$ cat config.mk
export PLATFORM = sky130hd
export DESIGN_NAME = snn_image_sequencer
export DESIGN_NICKNAME = d
export VERILOG_FILES = /design/src/rtl/snn_image_sequencer.sv
export SDC_FILE = /design/constraint.sdc
export NUM_CORES = 1
export LEC_CHECK = 0
export ABC_AREA = 1
export CAP_MARGIN = 0
export CORE_ASPECT_RATIO = 2
export CORE_UTILIZATION = 50
export CTS_CLUSTER_SIZE = 20
export DETAILED_ROUTE_END_ITERATION = 8
export DONT_BUFFER_PORTS = 1
export HOLD_SLACK_MARGIN = 0.15
export PLACE_DENSITY = 0.62
export SLEW_MARGIN = 0
export SYNTH_ARGS = -nofsm -noshare
export SYNTH_HDL_FRONTEND = slang
export SYNTH_SLANG_ARGS = --single-unit
$ cat constraint.sdc
create_clock -name clk -period 3.9 [get_ports clk]
set_clock_uncertainty 0.05 [all_clocks]
set_input_delay 1.17 -clock clk [delete_from_list [all_inputs] [get_ports clk]]
set_output_delay 1.17 -clock clk [all_outputs]
set_load 0.01 [all_outputs]
$ cat src/rtl/snn_image_sequencer.sv
// snn_image_sequencer
// Top-level controller for the SNN inference path. Accepts a packed
// binary image as N_BYTES UART bytes, unpacks it LSB-first into the 1-bit
// input-unit RAM, starts the SNN core, hands it the RAM address port while
// it computes, then returns the classified digit over UART TX and re-arms.
//
// Optional feature macro: SNN_WDOG_EN
//   When defined, COMPUTE is bounded by WDOG_CYCLES cycles. On expiry
//   8'hFF is sent in place of a digit. core_done in the expiry cycle wins.
//
// state     | meaning
// ----------+--------------------------------------------------------
// S_LOAD    | idle / waiting for next image byte on rx_rdy
// S_UNPACK  | writing the 8 bits of the latched byte, one per cycle
// S_START   | one-cycle core_start pulse
// S_COMPUTE | core owns the RAM address, waiting for core_done
// S_TX      | one-cycle tx_start pulse with the result byte
// S_TX_WAIT | waiting for tx_done, then clear counters and re-arm

module snn_image_sequencer #(
    parameter int N_BYTES     = 98,
    parameter int ADDR_W      = 10,
    parameter int WDOG_CYCLES = 200000
) (
    input  logic              clk,
    input  logic              rst_n,
    input  logic              rx_rdy,
    input  logic [7:0]        rx_data,
    output logic              clr_rx_rdy,
    output logic [ADDR_W-1:0] ram_addr,
    output logic              ram_d,
    output logic              ram_we,
    input  logic [ADDR_W-1:0] core_addr,
    output logic              core_start,
    input  logic              core_done,
    input  logic [3:0]        core_digit,
    output logic              tx_start,
    output logic [7:0]        tx_data,
    input  logic              tx_done,
    output logic              busy
);

    localparam int BYTE_CNT_W = (N_BYTES > 1) ? $clog2(N_BYTES) : 1;
    localparam logic [BYTE_CNT_W-1:0] LAST_BYTE = BYTE_CNT_W'(N_BYTES - 1);

    // Parameter sanity: the frame must fit in the RAM address space.
    if (N_BYTES < 1 || N_BYTES * 8 > (1 << ADDR_W)) begin : g_bad_frame
        $error("N_BYTES*8 must be between 8 and 2**ADDR_W");
    end
    if (WDOG_CYCLES < 1) begin : g_bad_wdog
        $error("WDOG_CYCLES must be positive");
    end

    typedef enum logic [2:0] {
        S_LOAD,
        S_UNPACK,
        S_START,
        S_COMPUTE,
        S_TX,
        S_TX_WAIT
    } state_t;

    state_t                state;
    logic [7:0]            shift_reg;
    logic [2:0]            bit_cnt;
    logic [BYTE_CNT_W-1:0] byte_cnt;
    logic [ADDR_W-1:0]     wr_addr;

`ifdef SNN_WDOG_EN
    localparam int WDOG_W = $clog2(WDOG_CYCLES + 1);
    logic [WDOG_W-1:0] wdog_cnt;
`endif

    // The ack is combinational so it lands in the same cycle the byte is
    // latched; the UART may still hold rx_rdy during the following cycle,
    // which UNPACK ignores.
    assign clr_rx_rdy = (state == S_LOAD) && rx_rdy;

    // RAM address ownership: core while computing, sequencer otherwise.
    assign ram_addr = (state == S_COMPUTE) ? core_addr : wr_addr;

    // Pixel bit is the bottom of the shift register; it drains to zero
    // after each byte so ram_d rests low outside UNPACK.
    assign ram_d = shift_reg[0];

    // Sequencer FSM with registered strobes, address and result byte.
    always_ff @(posedge clk or negedge rst_n) begin
        if (!rst_n) begin
            state      <= S_LOAD;
            shift_reg  <= 8'h00;
            bit_cnt    <= 3'd0;
            byte_cnt   <= '0;
            wr_addr    <= '0;
            ram_we     <= 1'b0;
            core_start <= 1'b0;
            tx_start   <= 1'b0;
            tx_data    <= 8'h00;
            busy       <= 1'b0;
`ifdef SNN_WDOG_EN
            wdog_cnt   <= '0;
`endif
        end else begin
            core_start <= 1'b0;
            tx_start   <= 1'b0;
            case (state)
                S_LOAD: begin
                    if (rx_rdy) begin
                        shift_reg <= rx_data;
                        bit_cnt   <= 3'd0;
                        ram_we    <= 1'b1;
                        state     <= S_UNPACK;
                    end
                end
                S_UNPACK: begin
                    shift_reg <= {1'b0, shift_reg[7:1]};
                    bit_cnt   <= bit_cnt + 3'd1;
                    if (bit_cnt == 3'd7) begin
                        ram_we <= 1'b0;
                        if (byte_cnt == LAST_BYTE) begin
                            // wr_addr parks on the last pixel address
                            core_start <= 1'b1;
                            busy       <= 1'b1;
                            state      <= S_START;
                        end else begin
                            byte_cnt <= byte_cnt + 1'b1;
                            wr_addr  <= wr_addr + 1'b1;
                            state    <= S_LOAD;
                        end
                    end else begin
                        wr_addr <= wr_addr + 1'b1;
                    end
                end
                S_START: begin
`ifdef SNN_WDOG_EN
                    wdog_cnt <= WDOG_W'(WDOG_CYCLES - 1);
`endif
                    state <= S_COMPUTE;
                end
                S_COMPUTE: begin
                    if (core_done) begin
                        tx_data  <= {4'h0, core_digit};
                        tx_start <= 1'b1;
                        state    <= S_TX;
                    end
`ifdef SNN_WDOG_EN
                    else if (wdog_cnt == '0) begin
                        tx_data  <= 8'hFF;
                        tx_start <= 1'b1;
                        state    <= S_TX;
                    end else begin
                        wdog_cnt <= wdog_cnt - 1'b1;
                    end
`endif
                end
                S_TX: begin
                    state <= S_TX_WAIT;
                end
                S_TX_WAIT: begin
                    if (tx_done) begin
                        byte_cnt <= '0;
                        wr_addr  <= '0;
                        busy     <= 1'b0;
                        state    <= S_LOAD;
                    end
                end
                default: begin
                    state <= S_LOAD;
                end
            endcase
        end
    end

endmodule

==> out/results.txt <==
status - finished clean
internal power - 0.934 mW
mux contribution to synthesized area - 0
worst-skew pair later-pin latency - 300 ps
# DRC - 0
RSZ-0062 raised after global routing - false
final hold slack - 433 ps
CP max FO - 19
CTS clock-pin slew for the worst setup and hold paths - 80 ps
main combinational cell family by area after synthesis - simple AND/OR/NAND/NOR gates
Boundary Pins - 51
Hold Path Origin - bit_cnt[1]$_DFFE_PN0P_
share of cells above drive strength 1 - 0.123
RD Place Congestion - 0.836
Comb pwr share - 0.359
PwrDens - 666 nW/um^2
r2r setup slk - 2290 ps
reg2reg start - state[2]$_DFFE_PN0P_
metal2 WL - 2.46 mm
post-CTS setup buffer count - 0
Post-Syn Instances - 307
Crit Path Category - reg -> out
met3 WL post-DR - 136 um
vias in the first global route - 1,745
Worst setup startpoint - state[2]$_DFFE_PN0P_
Synth area leaders - dfrtp_1, nand2_1, nand3_1
initial core utilization - 0.518
cells on worst reg2reg path - 8
cell area after synthesis - 2250 um^2
post-DP HPWL - 3.32 mm
yosys warns - 0
worst r2r dst - state[1]$_DFFE_PN0P_
Antenna Nets Post-Route - 0
worst-margin pin slew - 509 ps
num rows - 34
Top Metal Used - met4
Final Critical Period - 2780 ps
GRT Util Overall - 0.209
final wirelength - 4.41 mm
Seq cells post-synth - 39
CTS Buffer Depth - 2
critical path arrival - 1560 ps
worst min-delay path class - reg -> reg
Worst EP required - 2680 ps
top cell type's share of synthesized area - 0.434
Worst Setup EP - ram_addr[5]
sequential area share after synthesis - 0.434
Synth cell types - 27
first-pass GRT wire length - 7.65 mm
Max VDD drop - 0.000339 V
Root Buffer - clkbuf_8
DR vias - 1,863
final hold violations - 0
CP Launch Type - flip-flop
final setup fails - 0
max-slew violations - 0
f_max - 359 MHz
Vias per Instance - 5.13
Setup TNS - 0 ps
fraction of the mapped netlist area in adder cells - 0.0278
Die ar. - 4790 um^2
Reg power frac - 0.419
largest net degree at the start of global routing - 40
period utilization - 0.714
initial antenna violation count - 0
ant diodes - 0
Resize count post-CTS - 0
Leak Pwr - 1.20 nW
mean area per synthesized cell - 7.33 um^2
DR pass1 iterations - 5
Critical Path End Type - output pin
H-tree lvl count - 2
Synth Area in XOR/XNOR - 0
core area - 4340 um^2
max reg flops - 10
met1 wire length - 1.71 mm
hold_buf cts - 0
Layout area overhead - 5.73%
die width - 49.4 um
fillers - 473
MaxCap Viol Count - 0
Die Y - 96.9 um
clock sink count - 39
Slew HR - 0.661
most frequent cells in the layout - nand2_1, dfrtp_1, nand3_1
Layout Nets - 340
1st-iter DRT viols - 19
CTS tree - yes
global route overflow - 0
clock share of power - 0.222
TritonCTS buffer count - 5
most common cell after layout, fill and taps aside - nand2_1
Routed wire per std cell - 12.1 um
Synth Area in Simple Gates - 0.370
Yosys top cell by area - dfrtp_1
port bufs - 0
Compound-Gate Fraction of Synth Area - 0.0812
switching power - 0.649 mW
Sw Ratio - 0.410
==> cells by family after synthesis <==
family,Yosys count
buffers and inverters,42
other,1
AO/OA/AOI/OAI,31
adder cells (fa/ha/maj),5
AND/OR/NAND/NOR,189
flip-flops,39
==> worst max-delay path: stages, from the launching register on <==
cell,delay [ps]
dfrtp_1,430
inv_2,160
nand3_2,170
inv_2,270
nand2_1,80
o21ai_0,160
==> routing by layer <==
metal	up-vias	global-route usage
li1	961	-
met1	861	0.222
met2	33	0.381
met3	8	0.0377
met4	0	0.0989
met5	-	0
==> worst min-delay path by stage <==
stage	to	slack, ps	cells after the start
2_1_floorplan	shift_reg[7]$_DFFE_PN0P_	390	2
3_3_place_gp	bit_cnt[1]$_DFFE_PN0P_	410	2
3_5_place_dp	bit_cnt[1]$_DFFE_PN0P_	420	2
4_1_cts	bit_cnt[1]$_DFFE_PN0P_	440	2
5_1_grt	shift_reg[7]$_DFFE_PN0P_	470	2
6_report	bit_cnt[1]$_DFFE_PN0P_	430	2
==> synth_stat cells, drive strengths merged <==
master / number
nand2: 131
o22ai: 1
conb: 1
nor3: 1
nand4: 4
o21ai: 27
buf: 9
dfrtp: 39
nand3: 31
or2: 2
inv: 32
ha: 5
a21oi: 3
clkinv: 1
nand3b: 1
nor2: 19
==> final cells by class <==
cell class | count | area, um^2 | area share
clock buffer | 6 | 82.6 | 0.0347
inverter | 33 | 124 | 0.0521
clock inverter | 2 | 35.0 | 0.0147
tap | 54 | 67.6 | 0.0284
multi-input combinational | 229 | 1090 | 0.460
sequential | 39 | 976 | 0.410
==> power groups by stage <==
stage          clock, mW  sequential, mW  combinational [mW]
3_3_place_gp           0           0.667               0.570
4_1_cts            0.364           0.663               0.582
3_5_place_dp           0           0.671               0.581
2_1_floorplan          0           0.630               0.521
5_1_grt            0.377           0.683               0.667
6_report           0.351           0.663               0.569
==> per-stage QoR <==
step | std cells | total power, mW | utilization | area, um^2 | setup slack (ps)
2_1_floorplan | 310 | 1.15 | - | 2260 | 1210
3_3_place_gp | 355 | 1.24 | 0.521 | 2260 | 1170
3_5_place_dp | 355 | 1.25 | 0.521 | 2260 | 1150
4_1_cts | 363 | 1.61 | 0.548 | 2380 | 1100
5_1_grt | 363 | 1.73 | 0.548 | 2380 | 951
6_report | 363 | 1.58 | 0.548 | 2380 | 1120
Note: power is estimated with default switching activity, not from simulation.
